$ cat src/rtl/serial_operand_feeder_if.sv
// Operand-in and bit-serial-out bundle for the serial operand feeder.
// Latency: none, wires only.
// Backpressure: carries in_valid/in_ready and ser_valid/ser_ready handshakes.
interface serial_operand_feeder_if #(
    parameter int WIDTH = 4
);
    // parallel operand channel
    logic             in_valid;
    logic             in_ready;
    logic [WIDTH-1:0] in_a;
    logic [WIDTH-1:0] in_b;

    // serial bit-pair channel
    logic             ser_valid;
    logic             ser_ready;
    logic             ser_a;
    logic             ser_b;
    logic             ser_first;
    logic             ser_last;
    logic             busy;

    // master: the feeder itself (consumes operands, sources the serial stream)
    modport master (
        input  in_valid,
        input  in_a,
        input  in_b,
        input  ser_ready,
        output in_ready,
        output ser_valid,
        output ser_a,
        output ser_b,
        output ser_first,
        output ser_last,
        output busy
    );

    // slave: the surroundings (operand producer plus serial adder)
    modport slave (
        output in_valid,
        output in_a,
        output in_b,
        output ser_ready,
        input  in_ready,
        input  ser_valid,
        input  ser_a,
        input  ser_b,
        input  ser_first,
        input  ser_last,
        input  busy
    );
endinterface

$ cat src/rtl/serial_operand_feeder.sv
// Serialises a parallel operand pair into LSB-first bit pairs framed by first/last.
// Latency: bit 0 valid the cycle after accept; one bit pair per transfer.
// Backpressure: ser_ready=0 freezes the stream; next pair accepted on the last transfer.
module serial_operand_feeder #(
    parameter int WIDTH = 4
) (
    input  logic                    clk,
    input  logic                    rst,
    serial_operand_feeder_if.master bus
);

    // counter wide enough to index WIDTH-1, never narrower than one bit
    localparam int            CW       = (WIDTH > 1) ? $clog2(WIDTH) : 1;
    localparam logic [CW-1:0] CNT_LAST = CW'(WIDTH - 1);

    typedef enum logic {
        IDLE  = 1'b0,
        SHIFT = 1'b1
    } state_t;

    state_t           state;
    logic [WIDTH-1:0] sh_a;
    logic [WIDTH-1:0] sh_b;
    logic [CW-1:0]    cnt;
    logic             vld_q;
    logic             first_q;
    logic             last_q;

    logic             in_ready_c;
    logic             accept;
    logic             xfer;
    logic [CW-1:0]    cnt_inc;

    // A new pair fits when idle, or when the last bit leaves on this very edge;
    // gating with rst keeps the producer from handing over a pair during reset.
    assign in_ready_c = rst & ((state == IDLE) |
                               ((state == SHIFT) & last_q & bus.ser_ready));
    assign accept     = bus.in_valid & in_ready_c;
    assign xfer       = vld_q & bus.ser_ready;
    assign cnt_inc    = cnt + CW'(1);

    // Single state machine: load on accept (wins over the final transfer so
    // back-to-back pairs run without a bubble), otherwise shift on transfer.
    always_ff @(posedge clk) begin
        if (!rst) begin
            state   <= IDLE;
            sh_a    <= '0;
            sh_b    <= '0;
            cnt     <= '0;
            vld_q   <= 1'b0;
            first_q <= 1'b0;
            last_q  <= 1'b0;
        end else if (accept) begin
            state   <= SHIFT;
            sh_a    <= bus.in_a;
            sh_b    <= bus.in_b;
            cnt     <= '0;
            vld_q   <= 1'b1;
            first_q <= 1'b1;
            last_q  <= (CNT_LAST == '0);
        end else if (xfer) begin
            // zeros shift in from the top, so an idle feeder presents 0 bits
            sh_a    <= sh_a >> 1;
            sh_b    <= sh_b >> 1;
            first_q <= 1'b0;
            if (last_q) begin
                state  <= IDLE;
                cnt    <= '0;
                vld_q  <= 1'b0;
                last_q <= 1'b0;
            end else begin
                cnt    <= cnt_inc;
                last_q <= (cnt_inc == CNT_LAST);
            end
        end
    end

    assign bus.in_ready  = in_ready_c;
    assign bus.ser_valid = vld_q;
    assign bus.busy      = vld_q;
    assign bus.ser_a     = sh_a[0];
    assign bus.ser_b     = sh_b[0];
    assign bus.ser_first = first_q;
    assign bus.ser_last  = last_q;

    // the bit counter must stay within the operand
    a_cnt_range: assert property (@(posedge clk) disable iff (!rst)
        cnt <= CNT_LAST);

    // stream valid tracks the state encoding exactly
    a_vld_state: assert property (@(posedge clk) disable iff (!rst)
        vld_q == (state == SHIFT));

    // framing flags agree with the counter whenever a bit pair is shown
    a_frame: assert property (@(posedge clk) disable iff (!rst)
        vld_q |-> ((first_q == (cnt == '0)) && (last_q == (cnt == CNT_LAST))));

endmodule
$ cat src/flat_wrapper.sv
// flat-port wrapper written by rule: the top's interface ports become plain ports
module serial_operand_feeder_flat 
#(
    parameter int WIDTH = 4
)
  (clk, rst, bus_in_valid, bus_in_a, bus_in_b, bus_ser_ready, bus_in_ready, bus_ser_valid, bus_ser_a, bus_ser_b, bus_ser_first, bus_ser_last, bus_busy);
  serial_operand_feeder_if #(.WIDTH(WIDTH)) bus_i ();
  input  logic clk;
  input  logic rst;
  input wire logic [$bits(bus_i.in_valid)-1:0] bus_in_valid;
  input wire logic [$bits(bus_i.in_a)-1:0] bus_in_a;
  input wire logic [$bits(bus_i.in_b)-1:0] bus_in_b;
  input wire logic [$bits(bus_i.ser_ready)-1:0] bus_ser_ready;
  output wire logic [$bits(bus_i.in_ready)-1:0] bus_in_ready;
  output wire logic [$bits(bus_i.ser_valid)-1:0] bus_ser_valid;
  output wire logic [$bits(bus_i.ser_a)-1:0] bus_ser_a;
  output wire logic [$bits(bus_i.ser_b)-1:0] bus_ser_b;
  output wire logic [$bits(bus_i.ser_first)-1:0] bus_ser_first;
  output wire logic [$bits(bus_i.ser_last)-1:0] bus_ser_last;
  output wire logic [$bits(bus_i.busy)-1:0] bus_busy;
  assign bus_i.in_valid = bus_in_valid;
  assign bus_i.in_a = bus_in_a;
  assign bus_i.in_b = bus_in_b;
  assign bus_i.ser_ready = bus_ser_ready;
  assign bus_in_ready = bus_i.in_ready;
  assign bus_ser_valid = bus_i.ser_valid;
  assign bus_ser_a = bus_i.ser_a;
  assign bus_ser_b = bus_i.ser_b;
  assign bus_ser_first = bus_i.ser_first;
  assign bus_ser_last = bus_i.ser_last;
  assign bus_busy = bus_i.busy;
  serial_operand_feeder #(.WIDTH(WIDTH)) u_core (.clk(clk), .rst(rst), .bus(bus_i));
endmodule
$ cat config.mk
export PLATFORM = sky130hd
export DESIGN_NAME = serial_operand_feeder_flat
export DESIGN_NICKNAME = d
export VERILOG_FILES = /design/src/rtl/serial_operand_feeder_if.sv /design/src/rtl/serial_operand_feeder.sv /design/src/flat_wrapper.sv
export SDC_FILE = /design/constraint.sdc
export NUM_CORES = 1
export LEC_CHECK = 0
export CORE_AREA = 2 2 39 41
export DETAILED_ROUTE_END_ITERATION = 8
export DIE_AREA = 0 0 41 43
export PLACE_DENSITY_LB_ADDON = 0.2
export SYNTH_ARGS = -nofsm -noshare
export SYNTH_HDL_FRONTEND = slang
export SYNTH_SLANG_ARGS = --single-unit
$ cat constraint.sdc
create_clock -name clk -period 2.54 [get_ports clk]
set_clock_uncertainty 0.05 [all_clocks]
set_input_delay 0.254 -clock clk [delete_from_list [all_inputs] [get_ports clk]]
set_output_delay 0.254 -clock clk [all_outputs]
set_load 0.02 [all_outputs]
==> summary.txt, run 1 <==
GRT
  – Largest net degree at the start of global routing: 14
  – GR Util met2: 23.1%
  – GR Overflow Total: 0
  – GRT met3 Usage: 3.14%
  – Initial antenna violation count: 0
  – First-pass GRT wire length: 1860 um
  – Most Crowded Layer GR: met2
  – Met1 usage: 20.7%
  – Vias in the first global route: 426
  – GRT Util Overall: 15.4%

Clock network
  – Post-CTS Resized: 0
  – CTS tree: built
  – Root buf cell: clkbuf_4
  – Clock Sinks: 13
  – CTS H-tree lvls: 1
  – CTS Hold Bufs: 0
  – Clk buf depth: 2
  – Worst-path clk slew: 70 ps
  – Postcts setup bufs: 0
  – Clock latency at the later pin of the worst-skew pair: 270 ps
  – Number of CTS-inserted buffers: 3

Drt
  – Via count: 505
  – Drt first pass iters: 4
  – WL/cell: 11.9 um
  – Via density: 5.21
  – Antenna violation net count after detailed routing: 0
  – Total Routed Length: 1150 um
  – DRC: 0
  – 1st-iter DRT viols: 4

Floorplan
  – Core Rows: 14
  – Die width: 41 um
  – Core box area: 1380 um^2
  – Io pins: 19
  – DIE HEIGHT: 43 um
  – Starting Density: 42.6%
  – Die area: 1760 um^2

Synth
  – Synth Instances: 62
  – Synth Cell Area: 589 um^2
  – Synth Area per Inst: 9.51 um^2
  – Ys Warns: 0
  – Synth cell types: 21
  – Synthesized net count: 75
  – Yosys reg bits: 13
  – Seq/Total Area, Yosys: 44.2%

Finish
  – P&R area growth vs syn: 34.6%
  – Share of cells above drive strength 1: 7.41%
  – Antenna cells: 0
  – Nets: 95

Place
  – Number of buffers added on ports: 18
  – Final Wtd Congestion: 0.689
  – Post-DP HPWL: 844 um

Worst hold path
  – Tightest Hold Check Type: flip-flop to flip-flop

Critical path
  – Worst setup SP type: primary input
  – Reg2Reg Depth: 3
  – Reg2reg setup slack: 1130 ps
  – Launching element of the worst setup path: bus_ser_ready
  – Setup crit end: bus_in_ready
  – Arr. time, crit path: 1700 ps
  – Capturing point of the worst reg2reg path: u_core.sh_a[0]
  – Crit Path Max Fanout: 10
  – WP data required: 2240 ps
  – Worst R2R Start: u_core.bus.busy
  – Kind of critical path: primary input to primary output
  – CP Capture Type: primary output

STA
  – Final Cycle Share: 79.1%
  – Post-route setup TNS: 0 ps
  – Highest Clock Rate: 498 MHz
  – Fin. max-slew vios: 0
  – Final worst path period need: 2010 ps
  – Final hold viol count: 0
  – Worst-margin pin slew: 336 ps
  – Rel. slew slack: 77.3%
  – Final Setup Violations: 0
  – Unrepaired setup endpoints after global routing: no

Status
  – Outcome: complete, no violations

Power
  – PD cells: 547 nW/um^2
  – Total Power: 0.000434 W
  – Leakage: 0.325 nW
  – Worst VDD drop: 230 uV

Flow run
  – Max cap viols: 0
==> worst max-delay path, stage by stage <==
cell             delay [ps]
clkdlybuf4s50_1         560
a21boi_4                120
nor2b_1                 150
clkdlybuf4s50_1         610
==> where the power goes <==
part            total, W  internal (W)  switching, W
registers       0.000224      0.000217    0.00000764
clock network   0.000125     0.0000607     0.0000645
logic          0.0000845     0.0000453     0.0000392
==> per-stage QoR <==
stage	util, %	std cells	instance area [um^2]	hold slack (ps)	setup slack (ps)
6_report	57.3	97	793	410	532
2_1_floorplan	-	62	589	328	1240
3_5_place_dp	55.4	93	767	399	541
5_1_grt	57.3	97	793	445	448
4_1_cts	57.3	97	793	410	519
3_3_place_gp	55.4	93	767	393	561
==> kinds of logic (layout without fill, tap and decap cells) <==
family                     count (synthesis)  after routing  share of synthesized area (%)
adders and majority gates                  1              1                           2.12
DFF                                       13             13                           44.2
and+or+nand+nor                           14             14                           11.5
muxes                                      7              7                           11.9
AOI/OAI and AO/OA                         21             21                           24.0
buffers and inverters                      6             25                           6.37
==> registers in the layout, indices dropped and copies added, names as in the netlist <==
register and count:
u_core.sh_b 4, u_core.bus.ser_first 1, u_core.bus.busy 1, u_core.sh_a 4
u_core.cnt 2, u_core.bus.ser_last 1
==> synth_stat cells <==
library cell / n / share of area [%]
a21boi_4: 1 / 3.2
nor2_1: 2 / 1.3
a21oi_1: 8 / 6.8
nand2_1: 7 / 4.5
inv_1: 2 / 1.3
nand2_2: 1 / 1.1
mux2i_1: 7 / 12
buf_4: 2 / 2.5
buf_6: 1 / 1.9
nor2b_1: 1 / 1.1
clkbuf_1: 1 / 0.64
nand4b_1: 1 / 1.5
or3_1: 1 / 1.1
o21ai_0: 2 / 1.7
a21boi_1: 1 / 1.3
o22ai_1: 2 / 2.1
dfxtp_1: 13 / 44
nand2b_1: 1 / 1.1
o21a_1: 1 / 1.3
o31ai_1: 6 / 7.6
ha_1: 1 / 2.1
==> how the worst min path moves through the flow <==
stage / start / to / slack, ps / cells past startpoint
floorplan: bus_in_valid / u_core.bus.busy / 330 / 1
global placement: u_core.cnt[1] / u_core.cnt[1] / 390 / 2
detailed placement: u_core.bus.ser_first / u_core.bus.ser_first / 400 / 2
CTS: u_core.bus.ser_first / u_core.bus.ser_first / 410 / 2
global route: u_core.bus.ser_first / u_core.bus.ser_first / 450 / 2
finish: u_core.bus.ser_first / u_core.bus.ser_first / 410 / 2
==> placed cells by master, fill, tap and decap left out, drive strengths merged <==
cell           synthesis  routed
mux2i                  7       7
o22ai                  2       2
or3                    1       1
inv                    2       2
dfxtp                 13      13
o21a                   1       1
buf                    3       1
nor2                   2       2
clkdlybuf4s50          0      18
ha                     1       1
a21oi                  8       8
nand2b                 1       1
o31ai                  6       6
o21ai                  2       2
clkbuf                 1       4
a21boi                 2       2
nand4b                 1       1
nand2                  8       8
nor2b                  1       1
==> cell type report <==
class                           instances  area [um^2]
Clock buffer                            4         26.3
Fill cell                             137          591
Inverter                                2         7.51
Multi-Input combinational cell         43          292
Sequential cell                        13          260
Tap cell                               16         20.0
Timing Repair Buffer                   19          188
==> per-layer routing <==
metal | wire (um) | part of all wire, % | vias to the layer above
met5 | 0 | 0 | -
met4 | 14 | 1.2 | 0
li1 | - | - | 261
met3 | 55 | 4.8 | 2
met2 | 549 | 48 | 15
met1 | 532 | 46 | 227
No activity file was read; power rests on OpenSTA's default activity.
==> inputs of run 2 (changes only) <==
CORE_AREA = unset   (was 2 2 39 41)
CORE_UTILIZATION = 43   (was unset)
DIE_AREA = unset   (was 0 0 41 43)
clock period = 1.9 ns   (was 2.54 ns; I/O delays follow)
==> summary.txt, run 2 (synthesis results as in run 1) <==
STA
  – Post-route setup TNS: 0 ps (unchanged)
  – Final hold viol count: 0 (unchanged)
  – Fin. max-slew vios: 0 (unchanged)
  – Worst-margin pin slew: 346 ps (+9.95 ps)
  – Final Setup Violations: 0 (unchanged)
  – Highest Clock Rate: 546 MHz
  – Final Cycle Share: 96.4%
  – Final worst path period need: 1830 ps
  – Worst Hold Slack: 407 ps (-2.59 ps)
  – Rel. slew slack: 76.7% (-0.67 points)
  – Unrepaired setup endpoints after global routing: no

GRT
  – First-pass GRT wire length: 1950 um (+4.8%)
  – Largest net degree at the start of global routing: 13 (-1)
  – GRT Util Overall: 19.7% (+4.3 points)
  – Initial antenna violation count: 0 (unchanged)
  – GR Overflow Total: 0 (unchanged)
  – Vias in the first global route: 462 (+8.5%)

Critical path
  – Kind of critical path: primary input to primary output
  – CP Buf/Inv Count: 2 (unchanged)
  – CP Capture Type: primary output
  – Worst setup SP type: primary input
  – Most Frequent Cell on Critical Path: clkdlybuf4s50_1
  – Crit path largest cell delay: 610 ps (about the same)
  – WP data required: 1660 ps (-580 ps)
  – Crit Path Max Fanout: 3 (-7)
  – Critical path, cell by cell: clkdlybuf4s50_1 -> a21boi_4 -> nor2b_1 -> clkdlybuf4s50_1
  – CP top delay family: buffers and inverters
  – CP max stage cell: clkdlybuf4s50_1
  – Arr. time, crit path: 1590 ps (-110 ps)

Drt
  – Via density: 5.32 (+2.2%)
  – WL/cell: 13.2 um (+11%)
  – 1st-iter DRT viols: 14 (+10)
  – Antenna violation net count after detailed routing: 0 (unchanged)
  – DRC: 0 (unchanged)
  – Via count: 516 (+2.2%)
  – Total Routed Length: 1280 um (+11%)
  – Drt first pass iters: 4 (unchanged)

Clock network
  – Clk buf depth: 2 (unchanged)
  – Number of CTS-inserted buffers: 3 (unchanged)
  – Root buf cell: clkbuf_4
  – Clock latency at the later pin of the worst-skew pair: 280 ps (about the same)
  – Postcts setup bufs: 0 (unchanged)
  – Clock Sinks: 13 (unchanged)
  – Post-CTS Resized: 0 (unchanged)
  – CTS Hold Bufs: 0 (unchanged)
  – CTS H-tree lvls: 1 (unchanged)
  – Worst-path clk slew: 80 ps (about the same)
  – CTS tree: built

Power
  – Worst VDD drop: 420 uV (+83%)
  – P_int: 0.000435 W (+35%)
  – Clock share of power: 29.5% (+0.7 points)
  – Sw Ratio: 26.7% (+1.0 points)
  – Leakage: 0.335 nW (+2.9%)
  – Part of the power in registers: 50.7% (-1.0 points)
  – Combinational share of power: 19.8% (+0.3 points)
  – PD cells: 736 nW/um^2 (+34%)
  – P_sw: 0.000158 W (+42%)

Status
  – Outcome: complete, no violations

Finish
  – Commonest non-fill, non-tap cell in the layout: clkdlybuf4s50_1
  – P&R area growth vs syn: 36.7%
  – Antenna cells: 0 (unchanged)
  – Largest regs: u_core.sh_a x4, u_core.sh_b x4, u_core.cnt x2
  – Nets: 97 (+2.1%)
  – Share of cells above drive strength 1: 9.64% (+2.2 points)
  – Filler cells: 102 (-26%)
  – Most frequent cells in the layout: 18 x clkdlybuf4s50_1, 13 x dfxtp_1, 8 x a21oi_1, 7 x mux2i_1, 7 x nand2_1
  – Final Instance Count excl. Fillers: 97 (unchanged)

Place
  – Placed cells: 93 (unchanged)
  – Number of buffers added on ports: 18 (unchanged)
  – Final Wtd Congestion: 0.762 (+11%)
  – Post-DP HPWL: 924 um (+9.5%)

Floorplan
  – Core box area: 1190 um^2 (-14%)
  – Starting Density: 49.7% (+7.1 points)
  – Die area: 1520 um^2 (-14%)
  – Io pins: 19 (unchanged)
  – Core Rows: 12 (-2)
  – Die width: 39.0 um (-4.8%)
  – DIE HEIGHT: 39.0 um (-9.3%)

Worst hold path
  – Tightest Hold Check Type: flip-flop to flip-flop

Flow run
  – Max cap viols: 0 (unchanged)
[run 2: layer usage]
layer | vias up | track usage (%) | routed length (um)
met5 | - | 0 | 0
met4 | 0 | 12.9 | 40
met3 | 5 | 4.05 | 86
met2 | 18 | 31.3 | 602
met1 | 230 | 23.5 | 553
li1 | 263 | - | -
[run 2: worst register-to-register path: cells and delay by family (launching register included)]
kind                   cells  cell delay (ps)
DFF                        1              430
AOI/OAI and AO/OA          2              330
and+or+nand+nor            1              310
buffers and inverters      1              180
[run 2: per-stage QoR]
step	setup slack [ps]	power, W	cell area, um^2	util, %
floorplan	599	0.000371	589	-
CTS	66.9	0.000596	806	67.9
global route	30.4	0.000621	806	67.9
detailed placement	91.0	0.000425	779	65.7
finish	68.9	0.000593	806	67.9
global placement	88.1	0.000422	779	65.7
[run 2: power by group through the flow]
stage	combinational (W)	sequential, W	clock, W
2_1_floorplan	0.0000579	0.000313	0
5_1_grt	0.000129	0.000303	0.000189
6_report	0.000118	0.000300	0.000175
3_3_place_gp	0.000116	0.000306	0
4_1_cts	0.000118	0.000301	0.000177
3_5_place_dp	0.000118	0.000307	0
[run 2: cell type report]
| type | count | area, um^2 | area share (%) |
|---|---|---|---|
| well taps | 14 | 17.5 | 2.17 |
| multi-input cells | 43 | 292 | 36.2 |
| inverters | 2 | 7.51 | 0.932 |
| repair buffers | 21 | 203 | 25.2 |
| clock buffers | 4 | 26.3 | 3.26 |
| flip-flops and latches | 13 | 260 | 32.3 |
[run 2: final timing paths]
check                              end  cells after the start                 start  slack [ps]
setup / recovery          bus_in_ready                      4         bus_ser_ready          70
hold / removal    u_core.bus.ser_first                      2  u_core.bus.ser_first         410
setup reg to reg        u_core.sh_b[1]                      4       u_core.bus.busy         470
hold reg to reg   u_core.bus.ser_first                      2  u_core.bus.ser_first         410
